**src/rtl/bcd_display_counter_pkg.sv**
```systemverilog
// Shared constants and helpers for the multi-digit BCD display counter.
// Digit range limit, blank segment pattern and load clamping.
package bcd_display_counter_pkg;

  localparam logic [3:0] DIGIT_MAX = 4'd9;
  localparam logic [6:0] SEG_BLANK = 7'b1111111;

  function automatic logic [3:0] bcd_clamp(input logic [3:0] nib);
    return (nib > DIGIT_MAX) ? DIGIT_MAX : nib;
  endfunction

endpackage

```
**src/rtl/bcd7seg.sv**
```systemverilog
// BCD to active-low seven-segment decoder.
// Bit k drives segment k (a..g); non-BCD codes go dark.
module bcd7seg (
  input  logic [3:0] bcd,
  output logic [6:0] seg
);

  always_comb begin
    seg = 7'b1111111;
    case (bcd)
      4'd0: seg = 7'b1000000;
      4'd1: seg = 7'b1111001;
      4'd2: seg = 7'b0100100;
      4'd3: seg = 7'b0110000;
      4'd4: seg = 7'b0011001;
      4'd5: seg = 7'b0010010;
      4'd6: seg = 7'b0000010;
      4'd7: seg = 7'b1111000;
      4'd8: seg = 7'b0000000;
      4'd9: seg = 7'b0010000;
      default: seg = 7'b1111111;
    endcase
  end

endmodule

```
**src/rtl/bcd_digit_cell.sv**
```systemverilog
// One BCD digit of the counter: next-value and carry/borrow logic.
// Cells chain through en/co so a carry ripples in one cycle.
module bcd_digit_cell
  import bcd_display_counter_pkg::*;
(
  input  logic [3:0] digit,
  input  logic       up,
  input  logic       en,
  input  logic       load,
  input  logic [3:0] load_nib,
  output logic [3:0] nxt,
  output logic       co
);

  always_comb begin
    nxt = digit;
    co  = 1'b0;
    if (load) begin
      nxt = bcd_clamp(load_nib);
    end else if (en && up) begin
      if (digit >= DIGIT_MAX) begin
        nxt = 4'd0;
        co  = 1'b1;
      end else begin
        nxt = digit + 4'd1;
      end
    end else if (en) begin
      if (digit == 4'd0) begin
        nxt = DIGIT_MAX;
        co  = 1'b1;
      end else begin
        nxt = digit - 4'd1;
      end
    end
  end

endmodule

```
**src/rtl/bcd_display_counter.sv**
```systemverilog
// Multi-digit up/down BCD counter with prescaler, preset load,
// wrap flag and per-digit seven-segment outputs.
module bcd_display_counter
  import bcd_display_counter_pkg::*;
#(
  parameter int DIGITS   = 4,
  parameter int TICK_DIV = 50000000,
  parameter int PRESC_W  = 26,
  parameter int LZ_BLANK = 0
) (
  input  logic                  CLOCK_50,
  input  logic                  RESET,
  input  logic                  run,
  input  logic                  up,
  input  logic                  load,
  input  logic [4*DIGITS-1:0]   load_value,
  output logic [4*DIGITS-1:0]   bcd,
  output logic                  tick,
  output logic                  wrap,
  output logic [7*DIGITS-1:0]   hex
);

  localparam int NB = 4 * DIGITS;
  localparam logic [PRESC_W-1:0] PRESC_LAST = PRESC_W'(TICK_DIV - 1);

  logic [PRESC_W-1:0] presc;
  logic               tick_cond;
  logic [NB-1:0]      bcd_next;
  logic               chain [DIGITS+1];

  assign tick_cond = run && (presc == PRESC_LAST);
  assign chain[0]  = tick_cond && !load;

  for (genvar i = 0; i < DIGITS; i++) begin : g_cell
    bcd_digit_cell u_cell (
      .digit    (bcd[4*i +: 4]),
      .up       (up),
      .en       (chain[i]),
      .load     (load),
      .load_nib (load_value[4*i +: 4]),
      .nxt      (bcd_next[4*i +: 4]),
      .co       (chain[i+1])
    );
  end

  always_ff @(posedge CLOCK_50 or posedge RESET) begin
    if (RESET) begin
      presc <= '0;
    end else if (load || tick_cond) begin
      presc <= '0;
    end else if (run) begin
      presc <= presc + 1'b1;
    end
  end

  // Carry out of the top digit only fires when every digit rolled over.
  always_ff @(posedge CLOCK_50 or posedge RESET) begin
    if (RESET) begin
      bcd  <= '0;
      tick <= 1'b0;
      wrap <= 1'b0;
    end else begin
      bcd  <= bcd_next;
      tick <= tick_cond && !load;
      wrap <= chain[DIGITS];
    end
  end

  for (genvar i = 0; i < DIGITS; i++) begin : g_seg
    logic [6:0] raw;

    bcd7seg u_seg (
      .bcd (bcd[4*i +: 4]),
      .seg (raw)
    );

    if (i > 0 && LZ_BLANK != 0) begin : g_lz
      assign hex[7*i +: 7] = (bcd[NB-1:4*i] == '0) ? SEG_BLANK : raw;
    end else begin : g_plain
      assign hex[7*i +: 7] = raw;
    end
  end

endmodule

```
**config.mk**
```make
export PLATFORM = sky130hd
export DESIGN_NAME = bcd_display_counter
export DESIGN_NICKNAME = d
export VERILOG_FILES = /design/src/rtl/bcd_display_counter_pkg.sv /design/src/rtl/bcd7seg.sv /design/src/rtl/bcd_digit_cell.sv /design/src/rtl/bcd_display_counter.sv
export SDC_FILE = /design/constraint.sdc
export NUM_CORES = 1
export LEC_CHECK = 0
export ABC_AREA = 1
export CAP_MARGIN = 20
export CORE_ASPECT_RATIO = 0.75
export CORE_MARGIN = 2
export CORE_UTILIZATION = 36
export CTS_BUF_LIST = sky130_fd_sc_hd__clkbuf_4 sky130_fd_sc_hd__clkbuf_8 sky130_fd_sc_hd__clkbuf_16
export DETAILED_ROUTE_END_ITERATION = 12
export PLACE_DENSITY = 0.64
export SYNTH_ARGS = -nofsm -noshare
export SYNTH_HDL_FRONTEND = slang
export SYNTH_SLANG_ARGS = --single-unit
```
**constraint.sdc**
```tcl
create_clock -name CLOCK_50 -period 3.1 [get_ports CLOCK_50]
set_clock_uncertainty 0.2 [all_clocks]
set_input_delay 0.62 -clock CLOCK_50 [delete_from_list [all_inputs] [get_ports CLOCK_50]]
set_output_delay 0.62 -clock CLOCK_50 [all_outputs]
set_load 0.05 [all_outputs]
```
==> run summary <==
Status: finished, final reports clean
Lkg Pwr: 2.21 nW
Antenna violations before repair: 0
Yosys top cell by area: dfrtp_1
Cells after Synth: 526
Worst EP required: 2280 ps
Initial drt markers: 331
Hold Crit Class: flip-flop to flip-flop
Worst setup EP type: primary output
Final wirelength: 10500 um
Post-synthesis sequential area ratio: 30.2%
Slew at the pin closest to its max-slew limit: 533 ps
Final Hold Vio Count: 0
Placed cells: 728
N_diodes: 0
CTS sink cnt: 44
CTS tree: yes
Synthesized flop and latch total: 44
Fin crit share: 97.8%
Drt first pass iters: 5
Yosys top cell area share: 30.2%
Synth Area in Adders: 7.55%
DRT antenna net count: 0
Vias post-DR: 3785
Wire length per cell: 14.3 um
Fin Setup TNS: 0 ps
CP arrival: 2210 ps
Combinational Power Share: 43.3%
Routed vias/inst: 5.14
Synthesized cell area: 3650 um^2
XOR/XNOR Fraction of Synth Area: 2.40%
Final core utilization: 47.9%
Slowest-stage cell, CP: clkdlybuf4s50_1
Num rows: 31
Initial core utilization: 37.5%
Clock share of power: 26.1%
Clock root buffer: clkbuf_16
Compound-cell area share of the yosys netlist: 19.7%
Longest Clk Path Bufs: 2
Die Wd: 120 um
H-tree depth: 2
Overflow after GRT: 0
Pint: 1.22 mW
Worst IR drop on VDD: 0.245 mV
CP delay by family, top: buffers and inverters
DRC Markers: 0
Flop pwr share: 30.6%
Portion of netlist area occupied by mux cells: 0%
Fill cells: 1018
Most used cell, CP: inv_1
Critical Path Source Type: flip-flop
First-pass GRT wire length: 17300 um
Synth Area per Inst: 6.93 um^2
Pin count of the biggest net entering global routing: 24
CP Max Fanout: 6
Clk Latency, worst-skew pair: 290 ps
RSZ-0062 raised after global routing: false
Sw Share: 43.1%
Final worst path period need: 3030 ps
Yosys warns: 0
CP cell instances: inv_1 -> ha_1 -> inv_1 -> o31ai_1 -> clkdlybuf4s50_1
Top-Level Pins: 67
Worst Setup Path Type: flip-flop to primary output
Max cap viols: 0
Clk pin slew, worst setup/hold paths: 60 ps
Full die area: 11000 um^2
Power Density: 461 nW/um^2
Placer Congestion: 0.907
Switch Pwr: 0.927 mW
Worst Path Buf+Inv: 3
Slew HR: 64.1%
Max incr delay on CP: 850 ps
Synth top area cells: dfrtp_1 (30%), nand2_1 (9.7%), ha_1 (7.5%)
Die H: 91.2 um
IO Port Bufs: 66
Syn_nets: 569
Fraction of layout cells with a size suffix above 1: 12.9%
Number of global-route vias before repair: 3529
Total core area: 9740 um^2
Area growth syn-to-layout: 28.0%
Synth Area in Simple Gates: 30.3%
Total track usage: 19.2%
Non-filler cells in the finished layout: 736
Postcts setup bufs: 0
Setup violators final: 0
Num CTS Buffers: 5
Final Max Slew Viols: 0
FMAX: 330 MHz
Main combinational cell family by area after synthesis: simple AND/OR/NAND/NOR gates
Final nets: 646
Yosys cell types: 39
Hpwl dp: 8200 um
layer usage:
metal,part of all wire (%),up-vias,GRT usage [%]
li1,-,1917,-
met2,41,97,27.8
met1,53,1761,30.0
met5,0,-,0
met3,4.9,10,2.32
met4,0.90,0,3.92
worst reg2reg max path, delay by kind of cell (launching register included):
kind                     cells  cell delay, ps
buffers and inverters        3             510
adder cells (fa/ha/maj)      1             210
AND/OR/NAND/NOR              8             780
AO/OA/AOI/OAI                2             490
flip-flops                   1             470
stage by stage:
step	hold WS (ps)	area, um^2	power [mW]	setup WS (ps)
2_1_floorplan	268	3650	1.29	80.3
5_1_grt	374	4670	2.25	3.93
3_5_place_dp	310	4500	1.60	48.6
6_report	316	4670	2.15	69.6
3_3_place_gp	304	4500	1.60	60.1
4_1_cts	324	4650	2.16	30.3
power groups by stage:
stage          combinational, mW  clock (mW)  sequential, mW
3_5_place_dp               0.930           0           0.666
4_1_cts                    0.934       0.569           0.656
2_1_floorplan              0.566           0           0.724
3_3_place_gp               0.930           0           0.666
5_1_grt                     1.00       0.589           0.664
6_report                   0.932       0.561           0.658
synthesized netlist by cell type:
| cell | count |
|---|---|
| nand4_1 | 8 |
| a211oi_1 | 4 |
| o311a_1 | 2 |
| nor3_2 | 2 |
| nor3b_1 | 1 |
| buf_2 | 4 |
| nor2_1 | 64 |
| o21ai_0 | 51 |
| o221ai_1 | 6 |
| o311ai_0 | 2 |
| inv_1 | 73 |
| a21oi_1 | 24 |
| o211ai_2 | 1 |
| a31oi_1 | 6 |
| o21a_1 | 4 |
| nor2_2 | 5 |
| nor3_1 | 14 |
| dfrtp_1 | 44 |
| nand3_2 | 4 |
| xor2_1 | 7 |
| a22oi_1 | 2 |
| nand2_1 | 94 |
| a221oi_1 | 2 |
| o211ai_1 | 9 |
| nand3_1 | 28 |
| xnor2_1 | 3 |
| clkbuf_1 | 9 |
| nand2_2 | 8 |
| nor3_4 | 1 |
| inv_2 | 6 |
| o31ai_1 | 2 |
| o22ai_1 | 3 |
| nand4_2 | 2 |
| o21ai_1 | 2 |
| and3_1 | 1 |
| nand2_4 | 1 |
| inv_4 | 1 |
| ha_1 | 22 |
| nor2_4 | 4 |
layout by cell type (no fill, tap or decap), types with 2 or more instances in the layout:
| master | instances |
|---|---|
| a211oi_1 | 4 |
| a21oi_1 | 24 |
| a221oi_1 | 2 |
| a22oi_1 | 2 |
| a31oi_1 | 6 |
| buf_4 | 35 |
| clkbuf_16 | 5 |
| clkdlybuf4s50_1 | 43 |
| dfrtp_1 | 44 |
| dlymetal6s2s_1 | 5 |
| ha_1 | 22 |
| inv_1 | 72 |
| inv_2 | 6 |
| nand2_1 | 94 |
| nand2_2 | 8 |
| nand3_1 | 28 |
| nand3_2 | 4 |
| nand4_1 | 8 |
| nand4_2 | 2 |
| nor2_1 | 64 |
| nor2_2 | 5 |
| nor2_4 | 4 |
| nor3_1 | 14 |
| nor3_2 | 2 |
| o211ai_1 | 9 |
| o21a_1 | 4 |
| o21ai_0 | 42 |
| o21ai_1 | 11 |
| o221ai_1 | 6 |
| o22ai_1 | 3 |
| o311a_1 | 2 |
| o311ai_0 | 2 |
| o31ai_1 | 2 |
| xnor2_1 | 3 |
| xor2_1 | 7 |
logic make-up after synthesis:
group / after synthesis
AOI/OAI and AO/OA: 120
xor gates and xnor gates: 10
adders and majority gates: 22
buffers and inverters: 93
DFF: 44
and+or+nand+nor: 237
flip-flops by register name, indices dropped and copies added, names as in the netlist:
signal  flops
bcd        16
presc      26
tick        1
wrap        1
repair_timing:
item / 4_1_cts / 5_1_grt
hold buffers: 0 / 0
gates resized for setup: 0 / 5
endpoints found under the setup margin: 0 / 5
final cells by class:
cell class | count | area, um^2 | area share, %
Multi-Input combinational cell | 389 | 2190 | 46.9
Sequential cell | 44 | 1100 | 23.6
Timing Repair Buffer | 83 | 756 | 16.2
Inverter | 80 | 303 | 6.49
Tap cell | 132 | 165 | 3.54
Clock buffer | 7 | 146 | 3.14
Clock inverter | 1 | 7.51 | 0.161
final timing paths:
kind                                 end  slack (ps)      from  cells after the start
worst max-delay path             hex[23]          70   bcd[12]                      5
worst min-delay path            presc[1]         320  presc[1]                      2
worst max register to register   bcd[14]         390    bcd[0]                     14
worst min register to register  presc[1]         320  presc[1]                      2
max in group asynchronous        bcd[14]        1740     RESET                      3
min in group asynchronous         bcd[6]         370     RESET                      2
(Power assumes the default switching activity.)
